File: config.mk
export PLATFORM = sky130hd
export DESIGN_NAME = led_cube_anim_sequencer
export DESIGN_NICKNAME = d
export VERILOG_FILES = /design/src/rtl/led_cube_pkg.sv /design/src/rtl/led_cube_anim_sequencer_frame_hold_timer.sv /design/src/rtl/led_cube_anim_sequencer.sv
export SDC_FILE = /design/constraint.sdc
export NUM_CORES = 1
export LEC_CHECK = 0
export ABC_AREA = 1
export BUFFER_PORTS_ARGS = -buffer_cell sky130_fd_sc_hd__buf_2
export CORE_ASPECT_RATIO = 0.75
export CORE_UTILIZATION = 61
export DETAILED_ROUTE_END_ITERATION = 10
export GPL_TIMING_DRIVEN = 0
export HOLD_SLACK_MARGIN = 0.03
export PLACE_DENSITY = 0.82
export SKIP_LAST_GASP = 1
export SLEW_MARGIN = 20
export SYNTH_ARGS = -nofsm -noshare
export SYNTH_HDL_FRONTEND = slang
export SYNTH_SLANG_ARGS = --single-unit
File: constraint.sdc
create_clock -name clk -period 5.1 [get_ports clk]
set_input_delay 0.255 -clock clk [delete_from_list [all_inputs] [get_ports clk]]
set_output_delay 0.255 -clock clk [all_outputs]
set_load 0.005 [all_outputs]
File: src/rtl/led_cube_pkg.sv
// Package: led_cube_pkg
// Shared types and default widths for the LED cube animation path.
//  - anim_state_t : sequencer FSM state, encoding visible on state_dbg
//  - FRAME_AW_DEF : default frame index width
//  - ROW_AW       : row address width inside one frame
//                   (store address = {frame_idx, row_addr})
//  - TIMER_W_DEF  : default hold timer width
//  - FRAME_TICKS_DEF : default hold time in clocks (30 ms at 50 MHz)
package led_cube_pkg;

    localparam int unsigned FRAME_AW_DEF    = 8;
    localparam int unsigned ROW_AW          = 6;
    localparam int unsigned TIMER_W_DEF     = 21;
    localparam int unsigned FRAME_TICKS_DEF = 1500000;

    typedef enum logic [1:0] {
        ST_IDLE    = 2'd0,
        ST_LOAD    = 2'd1,
        ST_SHOW    = 2'd2,
        ST_ADVANCE = 2'd3
    } anim_state_t;

endpackage : led_cube_pkg

File: src/rtl/led_cube_anim_sequencer_frame_hold_timer.sv
// Module: frame_hold_timer
// Saturating up-counter measuring how long the current frame has been shown.
// Ports:
//  clk     in   system clock
//  rst     in   asynchronous active-high reset (count -> 0)
//  clear   in   synchronous clear to 0 (wins over enable)
//  enable  in   count up by one this clock (ignored once saturated)
//  expired out  count has reached MAX_COUNT
module frame_hold_timer #(
    parameter int unsigned        TIMER_W   = 21,
    parameter logic [TIMER_W-1:0] MAX_COUNT = '1
) (
    input  logic clk,
    input  logic rst,
    input  logic clear,
    input  logic enable,
    output logic expired
);

    logic [TIMER_W-1:0] count;

    always_ff @(posedge clk or posedge rst) begin
        if (rst) begin
            count <= '0;
        end else if (clear) begin
            count <= '0;
        end else if (enable && (count != MAX_COUNT)) begin
            count <= count + TIMER_W'(1);
        end
    end

    assign expired = (count == MAX_COUNT);

endmodule : frame_hold_timer

File: src/rtl/led_cube_anim_sequencer.sv
// Module: led_cube_anim_sequencer
// Frame-level scheduler for the LED cube animation path. Steps frame_idx
// through the animation store, holding each frame for FRAME_TICKS clocks,
// and only swaps frames on a layer-driver scan boundary (drv_done).
// Ports:
//  clk, rst     clock / asynchronous active-high reset
//  play         pulse: start playback from IDLE (needs num_frames != 0)
//  pause        level: freeze the hold timer while showing a frame
//  stop         pulse: abort to IDLE, highest priority
//  loop_en      1 = wrap after last frame, 0 = one-shot
//  num_frames   frame count, captured when play is accepted
//  drv_done     pulse from layer driver at end of each full scan
//  drv_start    pulse: driver (re)starts on current frame
//  drv_stop     pulse: driver halts
//  frame_idx    current frame index
//  busy         high in every state except IDLE
//  anim_done    pulse when a one-shot animation completes
//  state_dbg    encoded FSM state
module led_cube_anim_sequencer
    import led_cube_pkg::*;
#(
    parameter int unsigned        FRAME_AW    = FRAME_AW_DEF,
    parameter int unsigned        TIMER_W     = TIMER_W_DEF,
    parameter logic [TIMER_W-1:0] FRAME_TICKS = TIMER_W'(FRAME_TICKS_DEF)
) (
    input  logic                clk,
    input  logic                rst,
    input  logic                play,
    input  logic                pause,
    input  logic                stop,
    input  logic                loop_en,
    input  logic [FRAME_AW-1:0] num_frames,
    input  logic                drv_done,
    output logic                drv_start,
    output logic                drv_stop,
    output logic [FRAME_AW-1:0] frame_idx,
    output logic                busy,
    output logic                anim_done,
    output logic [1:0]          state_dbg
);

    anim_state_t         state_q, state_nx;
    logic [FRAME_AW-1:0] frame_nx;
    logic [FRAME_AW-1:0] nframes_q, nframes_nx;
    logic                drv_stop_nx;
    logic                anim_done_nx;
    logic                timer_clear;
    logic                timer_en;
    logic                timer_expired;
    logic                last_frame;

    frame_hold_timer #(
        .TIMER_W   (TIMER_W),
        .MAX_COUNT (FRAME_TICKS - TIMER_W'(1))
    ) u_hold_timer (
        .clk     (clk),
        .rst     (rst),
        .clear   (timer_clear),
        .enable  (timer_en),
        .expired (timer_expired)
    );

    // Compare in FRAME_AW bits so num_frames=1 gives last index 0.
    assign last_frame = (frame_idx == (nframes_q - FRAME_AW'(1)));

    always_ff @(posedge clk or posedge rst) begin
        if (rst) begin
            state_q   <= ST_IDLE;
            frame_idx <= '0;
            nframes_q <= '0;
            drv_stop  <= 1'b0;
            anim_done <= 1'b0;
        end else begin
            state_q   <= state_nx;
            frame_idx <= frame_nx;
            nframes_q <= nframes_nx;
            drv_stop  <= drv_stop_nx;
            anim_done <= anim_done_nx;
        end
    end

    always_comb begin
        state_nx     = state_q;
        frame_nx     = frame_idx;
        nframes_nx   = nframes_q;
        drv_stop_nx  = 1'b0;
        anim_done_nx = 1'b0;
        // Timer only runs in SHOW; everywhere else it is held at zero so
        // each SHOW starts from a fresh count.
        timer_clear  = (state_q != ST_SHOW);
        timer_en     = (state_q == ST_SHOW) && !pause;

        if (stop) begin
            state_nx    = ST_IDLE;
            frame_nx    = '0;
            drv_stop_nx = 1'b1;
            timer_clear = 1'b1;
            timer_en    = 1'b0;
        end else begin
            unique case (state_q)
                ST_IDLE: begin
                    if (play && (num_frames != '0)) begin
                        state_nx   = ST_LOAD;
                        nframes_nx = num_frames;
                        frame_nx   = '0;
                    end
                end
                ST_LOAD: begin
                    state_nx = ST_SHOW;
                end
                ST_SHOW: begin
                    // Swap only on a scan boundary after the hold time.
                    if (timer_expired && drv_done) begin
                        state_nx = ST_ADVANCE;
                    end
                end
                ST_ADVANCE: begin
                    if (last_frame) begin
                        frame_nx = '0;
                        if (loop_en) begin
                            state_nx = ST_LOAD;
                        end else begin
                            state_nx     = ST_IDLE;
                            anim_done_nx = 1'b1;
                            drv_stop_nx  = 1'b1;
                        end
                    end else begin
                        frame_nx = frame_idx + FRAME_AW'(1);
                        state_nx = ST_LOAD;
                    end
                end
                default: begin
                    state_nx = ST_IDLE;
                end
            endcase
        end
    end

    // drv_start is decoded from LOAD; drv_stop/anim_done are registered and
    // only set on transitions into IDLE, so they never overlap drv_start.
    assign drv_start = (state_q == ST_LOAD);
    assign busy      = (state_q != ST_IDLE);
    assign state_dbg = state_q;

endmodule : led_cube_anim_sequencer
==> impl_metrics.csv <==
group,metric,value,unit
status,run_status,"finished clean",
clock_network,post_cts_buffers,0,
critical_path,cp.arrival,2280,ps
layout,mostFrequentLayoutCell,"nand2_1",
clock_network,cts_resized,0,
logic_synthesis,avgSynthCellArea,7.39,sq um
clock_network,cts_made_buffers,5,
clock_network,clock_path_buffers,2,
job,maxCapViolations,0,
layout,num_antenna_cells,0,
drt,routed-via-count,2539,
floorplanning,fp.dieW,78.5,um
logic_synthesis,synthesis.nets,384,
timing,slew_headroom,0.679,
logic_synthesis,synthDominantCellAreaShare,0.384,
drt,drt_first_pass_iters,4,
logic_synthesis,synth.distinct_cells,31,
logic_synthesis,netlist_area,2680,sq um
global_routing,grtUsageMet2,0.461,
floorplanning,num_rows,20,
global_routing,grt_max_degree,30,
timing,fin_crit_sh,0.413,
layout,final_nets,420,
place,postPlaceCellArea,2900,sq um
logic_synthesis,syn-instance-count,362,
timing,finalHoldViolCount,0,
drt,post_drt_wl_per_cell,14.6,um
logic_synthesis,synth_seq_cells,41,
timing,rsz0062_at_grt,"no",
logic_synthesis,ys_warn_count,0,
clock_network,insertion_delay,300,ps
global_routing,grtUsageMet1,0.481,
hold_path,min-delay-path-class,"input pin to flop",
global_routing,antenna_found_initial,0,
global_routing,use_met3,0.0538,
floorplanning,die_area,4660,sq um
logic_synthesis,ys_top_cells_by_area,"dfrtp_1 (38%), nand2_1 (13%), inv_1 (6.3%)",
clock_network,cts_root_buf,"clkbuf_8",
critical_path,start_kind,"flop",
layout,final_cell_mix,"nand2_1 (93), inv_1 (44), dfrtp_1 (41), nor2_1 (35), nand3_1 (29)",
layout,drive_gt1_frac,0.158,
power,power.total,1.03,mW
timing,drv_slew,0,
global_routing,gr-total-overflow,0,
place,place.gp.congestion,0.949,
global_routing,busiest_layer,"met1",
timing,period_needed,2110,ps
power,max-vdd-ir-drop,290,uV
drt,antenna_left,0,
drt,via_per_inst,5.59,
timing,final.setup.tns,0,ps
clock_network,clk_pin_slew_worst_paths,80,ps
clock_network,cts_sinks,41,
layout,design_area,2990,sq um
critical_path,critPathCaptureType,"flop",
critical_path,cp.required,5280,ps
floorplanning,start_util,0.648,
logic_synthesis,synth-seq-area-share,0.384,
drt,wirelength,6.61,mm
drt,drtIter0Drc,277,
place,hpwl,5.12,mm
critical_path,critical_path.max_fanout,6,
floorplanning,die_h,59.4,um
floorplanning,io_pins,29,
timing,fin_worst_skew,9.16,ps
timing,finalSetupViolations,0,
timing,fmax,0.474,GHz
global_routing,grt_pass1_wl,11.0,mm
clock_network,htreeDepth,2,
power,p_per_area,346,nW/um^2
critical_path,worstSetupPathType,"flop to flop",
logic_synthesis,yosysTopAreaCell,"dfrtp_1",
place,io_buffers,27,
drt,drc,0,
timing,tightest_slew,482,ps
power,leakage,1.36,nW
global_routing,grt_pass1_vias,2352,
layout,final_core_util,0.724,
clock_network,cts_tree,"built",
global_routing,gr-usage-all-layers,0.315,
floorplanning,fp.coreArea,4130,sq um
layout,syn2layout_area_growth,11.7,%
## Yosys cell counts (all sizes together)
library cell and number:
nor3 12, o22ai 5, nand3b 1, nor2 39, nand4 9, nand2 96, clkbuf 2, xnor2 7
o21ai 21, clkinv 1, dfrtp 41, ha 7, a21oi 5, inv 49, o31ai 9, nand3 31
buf 5, xor2 14, or2 3, nor4 5
## power by group
| group | total (mW) | switching (mW) | internal, mW |
|---|---|---|---|
| Clock | 0.210 | 0.112 | 0.0974 |
| Combinational | 0.408 | 0.269 | 0.139 |
| Sequential | 0.416 | 0.0500 | 0.366 |
## worst max-delay path: stages, from the launching register on
cell and delay, ps:
dfrtp_1 390, inv_1 170, ha_1 330, inv_1 100, nand2_1 80, nand3_1 60, nand2_1 80, nand2_1 70
nor2_1 140, nand2_1 90, nor2_2 110, nand2_1 110, nand3_2 160, o22ai_1 100
## worst paths after layout
kind,start,end,slack (ps),depth (start not counted)
worst min register to register,u_hold_timer.count[20]$_DFFE_PP0P_,u_hold_timer.count[20]$_DFFE_PP0P_,550,2
worst max-delay path,nframes_q[0]$_DFFE_PP0P_,frame_idx[4]$_DFFE_PP0P_,2990,13
worst min-delay path,num_frames[6],nframes_q[6]$_DFFE_PP0P_,190,3
max in group asynchronous,rst,nframes_q[6]$_DFFE_PP0P_,4190,4
worst max register to register,nframes_q[0]$_DFFE_PP0P_,frame_idx[4]$_DFFE_PP0P_,2990,13
min in group asynchronous,rst,u_hold_timer.count[11]$_DFFE_PP0P_,440,3
## cell families after synthesis
kind of cell | synth area share
simple gates | 0.337
buf+inv | 0.0893
flops | 0.384
compound gates | 0.0884
xor+xnor | 0.0688
fa+ha+maj | 0.0327
## layer usage
layer,share of wire,vias to the layer above
met2,0.40,101
met1,0.51,1195
met5,0,-
met3,0.074,5
li1,-,1238
met4,0.0083,0
## flip-flops by register name, indices dropped and copies added (netlist names)
signal              cells
frame_idx               8
drv_stop                1
u_hold_timer.count     21
state_dbg               2
nframes_q               8
anim_done               1
## cell type report
cell class / instances / area [sq um]
plain buffers: 7 / 50.0
clock buffers: 8 / 80.1
fillers: 354 / 1140
inverters: 50 / 189
multi-input cells: 264 / 1410
flip-flops and latches: 41 / 1030
well taps: 55 / 68.8
repair buffers: 29 / 165
## stage by stage
| step | hold slack, ps | cells | setup WS, ps |
|---|---|---|---|
| after floorplan | 376 | 362 | 3470 |
| after global placement | 482 | 444 | 3170 |
| after detailed placement | 223 | 445 | 3070 |
| after CTS | 182 | 454 | 3050 |
| after global routing | 205 | 454 | 2870 |
| final | 190 | 454 | 2990 |
## timing repair
| item | CTS | global route |
|---|---|---|
| endpoints found under the hold margin | 12 | 0 |
| hold buffers | 1 | 0 |
| endpoints found under the setup margin | 0 | 0 |
(Power assumes the default switching activity.)
